### config.mk
export PLATFORM = sky130hd
export DESIGN_NAME = edf_queue_arbiter
export DESIGN_NICKNAME = d
export VERILOG_FILES = /design/src/rtl/edf_queue_arbiter.sv
export SDC_FILE = /design/constraint.sdc
export NUM_CORES = 1
export LEC_CHECK = 0
export ABC_CLOCK_PERIOD_IN_PS = 8300
export BUFFER_PORTS_ARGS = -buffer_cell sky130_fd_sc_hd__buf_2
export CORE_ASPECT_RATIO = 1.25
export CORE_MARGIN = 8
export CORE_UTILIZATION = 40
export CTS_CLUSTER_SIZE = 20
export DETAILED_ROUTE_END_ITERATION = 12
export PLACE_DENSITY = 0.59
export SYNTH_ARGS = -nofsm -noshare
export SYNTH_HDL_FRONTEND = slang
export SYNTH_SLANG_ARGS = --single-unit
### constraint.sdc
create_clock -name clock -period 8.3 [get_ports clock]
set_input_delay 0.83 -clock clock [delete_from_list [all_inputs] [get_ports clock]]
set_output_delay 0.83 -clock clock [all_outputs]
set_load 0.02 [all_outputs]
### src/rtl/edf_queue_arbiter.sv
// rtl/edf_queue_arbiter.sv - earliest-deadline-first grant of per-core request queues to the serializer
module edf_queue_arbiter #(
  parameter int NUMBER_OF_QUEUES = 4,
  parameter int REGISTER_SIZE    = 32,
  localparam int IDW             = $clog2(NUMBER_OF_QUEUES)
) (
  input  logic                                            clock,
  input  logic                                            reset,
  input  logic [NUMBER_OF_QUEUES-1:0]                     empty,
  input  logic [NUMBER_OF_QUEUES-1:0][REGISTER_SIZE-1:0]  periods,
  input  logic [NUMBER_OF_QUEUES-1:0][REGISTER_SIZE-1:0]  deadlines,
  input  logic                                            counter_reset,
  input  logic                                            consumed,
  output logic [IDW-1:0]                                  id,
  output logic                                            enable,
  output logic [NUMBER_OF_QUEUES-1:0]                     hasBeenConsumed,
  output logic [NUMBER_OF_QUEUES-1:0]                     deadline_miss
);

  localparam logic [REGISTER_SIZE-1:0]    ONE     = 1;
  localparam logic [NUMBER_OF_QUEUES-1:0] ONE_HOT = 1;

  typedef enum logic [1:0] {
    S_IDLE,
    S_GRANT,
    S_RELEASE
  } state_t;

  state_t                                           state_q;
  logic [IDW-1:0]                                   id_q;
  logic                                             enable_q;
  logic [NUMBER_OF_QUEUES-1:0]                      pop_q;

  logic [NUMBER_OF_QUEUES-1:0][REGISTER_SIZE-1:0]   pc_q, pc_d;
  logic [NUMBER_OF_QUEUES-1:0][REGISTER_SIZE-1:0]   rd_q, rd_d;
  logic [NUMBER_OF_QUEUES-1:0]                      miss_q, miss_d;
  // Set by reset so the first clock after release samples the deadlines.
  logic                                             load_q;

  logic                                             win_valid;
  logic [IDW-1:0]                                   win_id;
  logic [REGISTER_SIZE-1:0]                         win_rd;

  assign id              = id_q;
  assign enable          = enable_q;
  assign hasBeenConsumed = pop_q;
  assign deadline_miss   = miss_q;

  // Next state of the per-queue period and remaining-deadline counters and miss flags.
  always_comb begin
    pc_d   = pc_q;
    rd_d   = rd_q;
    miss_d = miss_q;
    for (int i = 0; i < NUMBER_OF_QUEUES; i++) begin
      if (counter_reset || load_q) begin
        pc_d[i] = '0;
        rd_d[i] = deadlines[i];
        if (counter_reset) begin
          miss_d[i] = 1'b0;
        end
      end else if (periods[i] == '0) begin
        // No real-time constraint: park at the lowest urgency.
        pc_d[i] = '0;
        rd_d[i] = '1;
      end else if (pc_q[i] >= periods[i] - ONE) begin
        // >= also recovers if the period is shortened below the running count.
        pc_d[i] = '0;
        rd_d[i] = deadlines[i];
      end else begin
        pc_d[i] = pc_q[i] + ONE;
        if (rd_q[i] != '0) begin
          rd_d[i] = rd_q[i] - ONE;
        end
        if (rd_q[i] == ONE && !empty[i]) begin
          miss_d[i] = 1'b1;
        end
      end
    end
  end

  // Counter and miss-flag registers.
  always_ff @(posedge clock or negedge reset) begin
    if (!reset) begin
      pc_q   <= '0;
      rd_q   <= '1;
      miss_q <= '0;
      load_q <= 1'b1;
    end else begin
      pc_q   <= pc_d;
      rd_q   <= rd_d;
      miss_q <= miss_d;
      load_q <= 1'b0;
    end
  end

  // Pick the nonempty queue with the smallest remaining deadline; ties go to the lowest index.
  always_comb begin
    win_valid = 1'b0;
    win_id    = '0;
    win_rd    = '1;
    for (int i = 0; i < NUMBER_OF_QUEUES; i++) begin
      if (!empty[i] && (!win_valid || rd_q[i] < win_rd)) begin
        win_valid = 1'b1;
        win_id    = IDW'(i);
        win_rd    = rd_q[i];
      end
    end
  end

  // Grant FSM: a grant is held without preemption until consumed or aborted by its queue emptying.
  always_ff @(posedge clock or negedge reset) begin
    if (!reset) begin
      state_q  <= S_IDLE;
      id_q     <= '0;
      enable_q <= 1'b0;
      pop_q    <= '0;
    end else begin
      pop_q <= '0;
      case (state_q)
        S_IDLE: begin
          if (win_valid) begin
            id_q     <= win_id;
            enable_q <= 1'b1;
            state_q  <= S_GRANT;
          end
        end
        S_GRANT: begin
          if (consumed) begin
            pop_q    <= ONE_HOT << id_q;
            enable_q <= 1'b0;
            state_q  <= S_RELEASE;
          end else if (empty[id_q]) begin
            enable_q <= 1'b0;
            state_q  <= S_IDLE;
          end
        end
        S_RELEASE: begin
          // Gives the popped queue's empty flag a cycle to settle before re-arbitrating.
          state_q <= S_IDLE;
        end
        default: begin
          enable_q <= 1'b0;
          state_q  <= S_IDLE;
        end
      endcase
    end
  end

endmodule

**Yosys cells after proc, flatten, opt, wreduce, memory -nomap -nowiden**

Cells that the tools add are included.

- Bits in registers: 270
- Input port bits: 264

- Add/sub/neg operators: 12
- $lt $le $gt $ge: 8
- Eq/ne operators: 17
- Shift-type cells: 1
- Muxes and demuxes: 67
- Bitwise logic cells: 1
- Reduce and logical (&&, ||, !) cells: 41

Operators by type and width:

| operator | number |
|---|---|
| $mux 32 | 31 |
| $sub 32x1->32 const B | 8 |
| $add 32x1->32 const B | 4 |
| $eq 32x1->1 const B | 4 |
| $ge 32x32->1 | 4 |
| $logic_not 32->1 | 4 |
| $reduce_bool 32->1 | 4 |
| $lt 32x32->1 | 3 |
| $mux 1 | 26 |
| $ne 2x2->1 const B | 10 |
| $reduce_and 4->1 | 4 |
| $reduce_bool 4->1 | 4 |
| $mux 2 | 5 |
| $mux 4 | 2 |
| $reduce_bool 2->1 | 4 |
| $logic_and 1x1->1 | 7 |
| $logic_not 1->1 | 6 |
| $logic_or 1x1->1 | 4 |
| $pmux 2 s2 | 1 |
| $reduce_and 2->1 | 2 |
| $shl 1x2->4 const A | 1 |
| $lt 2x3->1 const B | 1 |
| $ne 3x3->1 const B | 1 |
| $pmux 1 s3 | 1 |
| 6 further kinds | 6 |

**Logic depth before layout (Yosys ltp)**

Gate-level depths: netlist (run 1).

- Depth in word-level cells: 15
- Gate-level depth with buffers: 34
- Gate-level depth less buffers: 30

**Least setup slack after synthesis (run 1)**

No wires, ideal clock.

- Kind: in2reg
- From: in empty[0]
- To: reg id_q[0] (netlist: id[0])
- Data arrival time: 8084 ps
- Required time: 8212 ps
- Setup slack: 128 ps
- Stages: 34
- Path buffers: 4
- Path through: clkbuf_1 buf_1 nor2_1 ha_1 nand3_1 or4_1 or4_1 a21oi_1 a2111oi_0 o21ai_1 clkbuf_1 nand2_1 o21ai_0 ha_1 a211oi_1 o21ai_0 a221oi_1 o221ai_1 nor2_1 nand2_1 o31ai_2 clkbuf_1 nand2_1 o21a_1 ha_1 a21o_1 a21o_1 a21oi_1 o21ai_0 a2111oi_0 o211ai_1 or3_1 a211o_1 a41oi_1

- Longest elaborated chain between the ends: 14
- Elaborated cells on any way between the ends: 22

RTL lines:

| what | RTL line | RTL |
|---|---|---|
| start, declared | 9 | `input logic [NUMBER_OF_QUEUES-1:0] empty,` |
| $mux 32 | 102 | `if (!empty[i] && (!win_valid \|\| rd_q[i] < win_rd)) begin` |
| $lt 32x32->1 | 102 |  |
| $logic_or 1x1->1 | 102 |  |
| $logic_and 1x1->1 | 102 |  |
| $mux 32 / $mux 1 (equally long branches) | 102 |  |
| $lt 32x32->1 / $logic_not 1->1 (equally long branches) | 102 |  |
| $logic_or 1x1->1 | 102 |  |
| $logic_and 1x1->1 | 102 |  |
| $mux 32 / $mux 1 (equally long branches) | 102 |  |
| $lt 32x32->1 / $logic_not 1->1 (equally long branches) | 102 |  |
| $logic_or 1x1->1 | 102 |  |
| $logic_and 1x1->1 | 102 |  |
| $mux 1 | 102 |  |
| $reduce_and 2->1 (no source line) | - |  |
| end signal, assigned | 122 | `id_q <= win_id;` |
| end, declared | 30 | `logic [IDW-1:0] id_q;` |

Parallel ways exist; a longest one is shown, timed or not.
A chain may end at the register's enable or synchronous reset.

**Worst setup path in the final report (run 1)**

Same ends and word-level chain as after synthesis.

==> qor.txt, run 1 <==
Clock Latency Late Sink - 0.54 ns
# fillers - 5302
placed inst area - 24700 sq um
skew final - 0.0144 ns
post-synthesis sequential area ratio - 31.7%
total grt overflow - 0
Crit path top cell by count - buf_4
Post-synth EDFFs - 0
sequential power share - 39.3%
Tmin final - 7.75 ns
Crit Path Max Fanout - 16
fmax - 129 MHz
Slew Limit Fails - 0
#FFs+latches synth - 270
initial antenna violation count - 5
hold_buf cts - 0
WL final - 68.5 mm
die area - 62400 sq um
Pwr Density - 154 nW/um^2
Final WS setup - 0.548 ns
internal power - 0.00277 W
LEAKAGE - 11.0 nW
maximum VDD drop - 0.107 mV
H-tree level count - 2
die height - 277 um
# setup viols final - 0
Final Instance Area - 25900 sq um
DR DRC count - 0
Net Sw Power - 0.00122 W
# rows - 95
NumNets Final - 3365
TritonRoute pass-1 iters - 7
post-DR vias/cell - 5.46
clock root buffer master - clkbuf_16
max_cap viols - 0
Syn Area/Cell - 8.65 sq um
Initial DRC Count - 976
clock slew at reported path FFs - 0.05 ns
Max-slew headroom - 16.9%
Hold Violations, Final - 0
Worst EP required - 8.75 ns
largest net degree at the start of global routing - 98
worst-margin pin slew - 1.25 ns
WP data arrival - 8.20 ns
routed len/inst - 18.9 um
crit end category - register
Final Core Density - 48.1%
DP Worst Slack - -0.346 ns
unique cell type count in the Yosys netlist - 69
GP Congestion - 0.908
first-pass GRT wire length - 110 mm
TritonCTS clock tree - done
Synth area leaders - dfrtp_1 (16%), dfstp_2 (16%), ha_1 (13%)
Initial Util - 40.6%
Std-Cell Core Area - 53800 sq um
vias in the first global route - 20600
gr usage total - 21.7%
async set-reset flop share out of synthesis - 100%
Yosys top cell by area - dfrtp_1
Detail Route Antenna Nets - 0
most common cell in the netlist - nor2_1
layout cells sized above 1 - 20.9%
setup TNS - 0 ns
slowest stage delay, CP - 0.59 ns
Area growth, synth to finish - 18.6%
Synth top cells by count - nor2_1 (374), ha_1 (235), xnor2_1 (199)
YS warnings - 0
period utilization - 93.4%
vias post-DR - 19800
Post-Syn Instances - 2523
Syn Std Cell Area - 21800 sq um
input/output buffers - 274
share of the synthesized area in the top cell type - 16.2%
sw frac - 30.5%
CP startpoint kind - input pin
dominant synthesized flop cell - dfrtp_1
clock network power share - 37.5%
IO Count - 275
Die Wd - 225 um
worst min-delay path category - input pin to asynchronous set/reset pin
Clock Path Buffers - 3
cts bufs inserted - 35
status - finished, final reports clean
Post-Syn Nets - 3022
WS Path Type - input pin to register
DP HPWL - 55.2 mm
Gate power share - 23.1%
clock sinks - 270
unrepaired setup endpoints after global routing - false
critical path's slowest cell - or4_1
-- metrics by stage --
stage	std cells	power, W	hold WS, ns
after global routing	3617	0.00420	0.364
after CTS	3615	0.00403	0.351
final	3619	0.00399	0.303
after detailed placement	3554	0.00251	0.468
after global placement	3554	0.00249	0.477
after floorplan	2523	0.00206	0.440
-- cell type report --
| cell class | count | area [sq um] | area share, % |
|---|---|---|---|
| antenna | 2 | 5.00 | 0.0193 |
| clock buffer | 53 | 1050 | 4.04 |
| clock inverter | 8 | 82.6 | 0.319 |
| inverter | 43 | 161 | 0.623 |
| multi-input combinational | 2128 | 14500 | 56.0 |
| sequential | 270 | 6920 | 26.7 |
| tap | 727 | 910 | 3.51 |
| timing repair buffer | 388 | 2270 | 8.79 |
-- cells in the final DEF (no fill, tap or decap), types with 5 or more instances in the layout --
| cell type | instances |
|---|---|
| a31oi_1 | 5 |
| a211o_1 | 5 |
| or2_2 | 11 |
| nor2b_1 | 18 |
| xnor2_1 | 199 |
| nand3b_1 | 11 |
| a21o_1 | 46 |
| clkbuf_16 | 37 |
| nand2_1 | 189 |
| and4_1 | 11 |
| o21ai_0 | 89 |
| and2_1 | 11 |
| o21a_1 | 39 |
| nor3b_1 | 9 |
| nor2_1 | 371 |
| o22a_1 | 92 |
| dfrtp_1 | 141 |
| a211oi_1 | 44 |
| o31ai_1 | 5 |
| or4_1 | 28 |
| nor4_1 | 41 |
| a21oi_1 | 111 |
| inv_1 | 43 |
| nand2b_1 | 21 |
| clkbuf_1 | 10 |
| nand3_1 | 69 |
| nand4_1 | 46 |
| nor3_1 | 104 |
| clkbuf_8 | 6 |
| buf_4 | 111 |
| xor2_1 | 137 |
| o211ai_1 | 9 |
| buf_2 | 273 |
| and3_1 | 37 |
| or3_1 | 66 |
| dfstp_2 | 129 |
| ha_1 | 235 |
-- worst max-delay path: cells and delay by family --
kind | cells | cell delay [ns]
compound gates | 18 | 3.26
simple gates | 9 | 2.02
buf+inv | 7 | 1.26
fa+ha+maj | 3 | 0.83
-- worst paths after layout --
check	start	end	slack [ns]	cells after the start
min in group clock	state_q[1]	state_q[0]	0.49	1
min reg2reg	state_q[1]	state_q[0]	0.49	1
max in group asynchronous	reset	pc_q[34]	6.56	2
min	reset	pc_q[117]	0.30	1
max	empty[0]	id[0]	0.55	37
max reg2reg	rd_q[16]	id[0]	0.60	35
-- sequential cells by signal, summed over array words and instances, names as in the netlist --
name / flops
enable: 1
id: 2
pc_q: 128
state_q: 2
deadline_miss: 4
hasBeenConsumed: 4
load_q: 1
rd_q: 128
-- layer usage --
layer / vias to the layer above / track usage (%) / routed length (um) / part of all wire (%)
met5: - / 0 / 36 / 0.053
met4: 6 / 7.86 / 2560 / 3.7
met3: 117 / 3.07 / 2620 / 3.8
met2: 383 / 39.0 / 34700 / 51
met1: 9511 / 25.8 / 28500 / 42
li1: 9755 / - / - / -
-- power by group through the flow --
stage / clock [W] / combinational, W / sequential (W)
2_1_floorplan: 0 / 0.000528 / 0.00154
3_3_place_gp: 0 / 0.000898 / 0.00159
3_5_place_dp: 0 / 0.000918 / 0.00159
4_1_cts: 0.00154 / 0.000924 / 0.00157
5_1_grt: 0.00159 / 0.00103 / 0.00158
6_report: 0.00150 / 0.000923 / 0.00157
-- what timing repair did --
item	CTS	global route
endpoints found under the setup margin	0	2
gates resized for setup	0	6
setup buffers	0	2
endpoints found under the hold margin	0	0
-- cells by family (layout without fill, tap and decap cells) --
logic type                 Yosys count  in the layout  synth area share, %
xor gates and xnor gates           336            336                 13.5
DFF                                270            270                 31.7
other                                1              3               0.0172
buffers and inverters              125            492                 2.21
muxes                                3              3                0.206
adders and majority gates          235            235                 13.5
AOI/OAI and AO/OA                  487            487                 15.2
and+or+nand+nor                   1066           1066                 23.8
Power figures use the tool's default switching activity.
==> inputs of run 2 (changes only) <==
Settings changed: ABC_CLOCK_PERIOD_IN_PS 8300 to 9250.
Clock period 8.3 ns to 9.25 ns, I/O delays scaled along.
==> run 2 against run 1 <==
Sequential cell count did not move. Clock skew rose by 0.0019 ns. Highest routed layer unchanged. Critical path type unchanged. Largest power group unchanged. First-iteration DRC count shrank 9.9%. Non-clock buffer count fell by 74. Worst setup slack better by 0.10 ns.
==> qor.txt, run 2 (same netlist as run 1, synthesis figures left out) <==
status - finished, final reports clean
Slew Limit Fails - 0
most common cell after layout, fill and taps aside - nor2_1
total grt overflow - 0
Area growth, synth to finish - 15.7%
worst reg2reg path startpoint - rd_q[26]
maximum VDD drop - 0.109 mV
WP data arrival - 9.05 ns
r2r endpoint - id[0]
TritonCTS clock tree - done
setup TNS - 0 ns
Pwr Density - 138 nW/um^2
period utilization - 93.0%
CP endpoint - id[0]
Clock Path Buffers - 3
IO Count - 275
clock root buffer master - clkbuf_16
layout cells sized above 1 - 18.7%
input/output buffers - 274
slowest stage delay, CP - 0.57 ns
fmax - 116 MHz
R2R setup slack - 1.11 ns
die area - 62400 sq um
Initial Util - 40.6%
Std-Cell Core Area - 53800 sq um
first-pass GRT wire length - 109 mm
Worst EP required - 9.70 ns
skew final - 0.0163 ns
DR DRC count - 0
worst-margin pin slew - 1.26 ns
largest net degree at the start of global routing - 91
FF-to-FF path depth - 32
WS Path Type - input pin to register
crit end category - register
CP bufs+invs - 5
GP Congestion - 0.946
Hold Violations, Final - 0
# setup viols final - 0
critical path's slowest cell - a2111oi_0
Largest regs - pc_q: 128 flops, rd_q: 128 flops
Max-slew headroom - 15.9%
cts bufs inserted - 34
gr usage total - 21.5%
vias in the first global route - 20200
Detail Route Antenna Nets - 0
LEAKAGE - 10.6 nW
Levels on crit path - 34
CP startpoint kind - input pin
hold_buf cts - 0
Tmin final - 8.60 ns
CP top delay family - compound AO/OA/AOI/OAI gates
max_cap viols - 0
clock slew at reported path FFs - 0.06 ns
post-DR vias/cell - 5.55
unrepaired setup endpoints after global routing - false
DP Worst Slack - 0.170 ns
routed len/inst - 19.3 um
# rows - 95
Initial DRC Count - 879
# fillers - 5308
initial antenna violation count - 7
H-tree level count - 2
worst min-delay path category - input pin to asynchronous set/reset pin
die height - 277 um
Final WS setup - 0.652 ns
clock sinks - 270
Die Wd - 225 um
DP HPWL - 54.5 mm
Final Core Density - 46.9%
most frequent cells in the layout - nor2_1 (371), buf_2 (273), ha_1 (235), xnor2_1 (199), nand2_1 (189)
NumNets Final - 3290
WL final - 68.4 mm
vias post-DR - 19700
TritonRoute pass-1 iters - 5
Critical path origin - empty[0]
Clock Latency Late Sink - 0.54 ns
Crit Path Max Fanout - 32
post-CTS setup buffers - 0
[run 2: changes by cell type in the layout (fill, tap and decap cells not counted), sizes merged]
| cell | change |
|---|---|
| clkinv | +2 |
| clkbuf | -1 |
| clkinvlp | +1 |
| buf | -74 |
| bufinv | -1 |
| diode | +1 |
[run 2: worst min-delay path by stage]
stage	startpoint	endpoint	slack, ns	cells past startpoint
after floorplan	state_q[1]	state_q[0]	0.44	1
after global placement	state_q[1]	state_q[0]	0.48	1
after detailed placement	state_q[1]	state_q[0]	0.48	1
after CTS	reset	pc_q[117]	0.41	1
after global routing	reset	pc_q[117]	0.43	1
final	reset	pc_q[117]	0.39	1
[run 2: layer usage]
metal  vias to the layer above  track usage [%]  share of wire, %
li1                       9629                -                 -
met3                       160             3.16               3.9
met1                      9437             25.6                42
met4                         8             10.1               5.1
met2                       448             37.6                49
met5                         -                0             0.080
[run 2: repair_timing]
action / CTS / global route
setup endpoints to repair: 0 / 1
hold endpoints to repair: 0 / 0
resized for setup: 0 / 1
[run 2: where the power goes]
group | switching, W | leakage (nW) | internal [W]
clock network | 0.000535 | 0.530 | 0.000766
logic | 0.000424 | 6.80 | 0.000348
registers | 0.000120 | 3.31 | 0.00129
[run 2: final cells by class]
| cell class | count | area, sq um | area share, % |
|---|---|---|---|
| Inverter | 43 | 161 | 0.639 |
| Multi-Input combinational cell | 2128 | 14500 | 57.3 |
| Tap cell | 727 | 910 | 3.60 |
| Clock inverter | 10 | 60.1 | 0.238 |
| Timing Repair Buffer | 314 | 1690 | 6.71 |
| Sequential cell | 270 | 6920 | 27.4 |
| Clock buffer | 52 | 1020 | 4.05 |
| Antenna cell | 3 | 7.51 | 0.0297 |
[run 2: metrics by stage]
stage / instances / hold slack, ns / power [W] / instance area, sq um
final: 3547 / 0.386 / 0.00348 / 25300
after global routing: 3544 / 0.428 / 0.00367 / 25200
after floorplan: 2523 / 0.440 / 0.00185 / 21800
after CTS: 3544 / 0.409 / 0.00353 / 25200
after global placement: 3482 / 0.481 / 0.00218 / 24200
after detailed placement: 3482 / 0.475 / 0.00219 / 24200
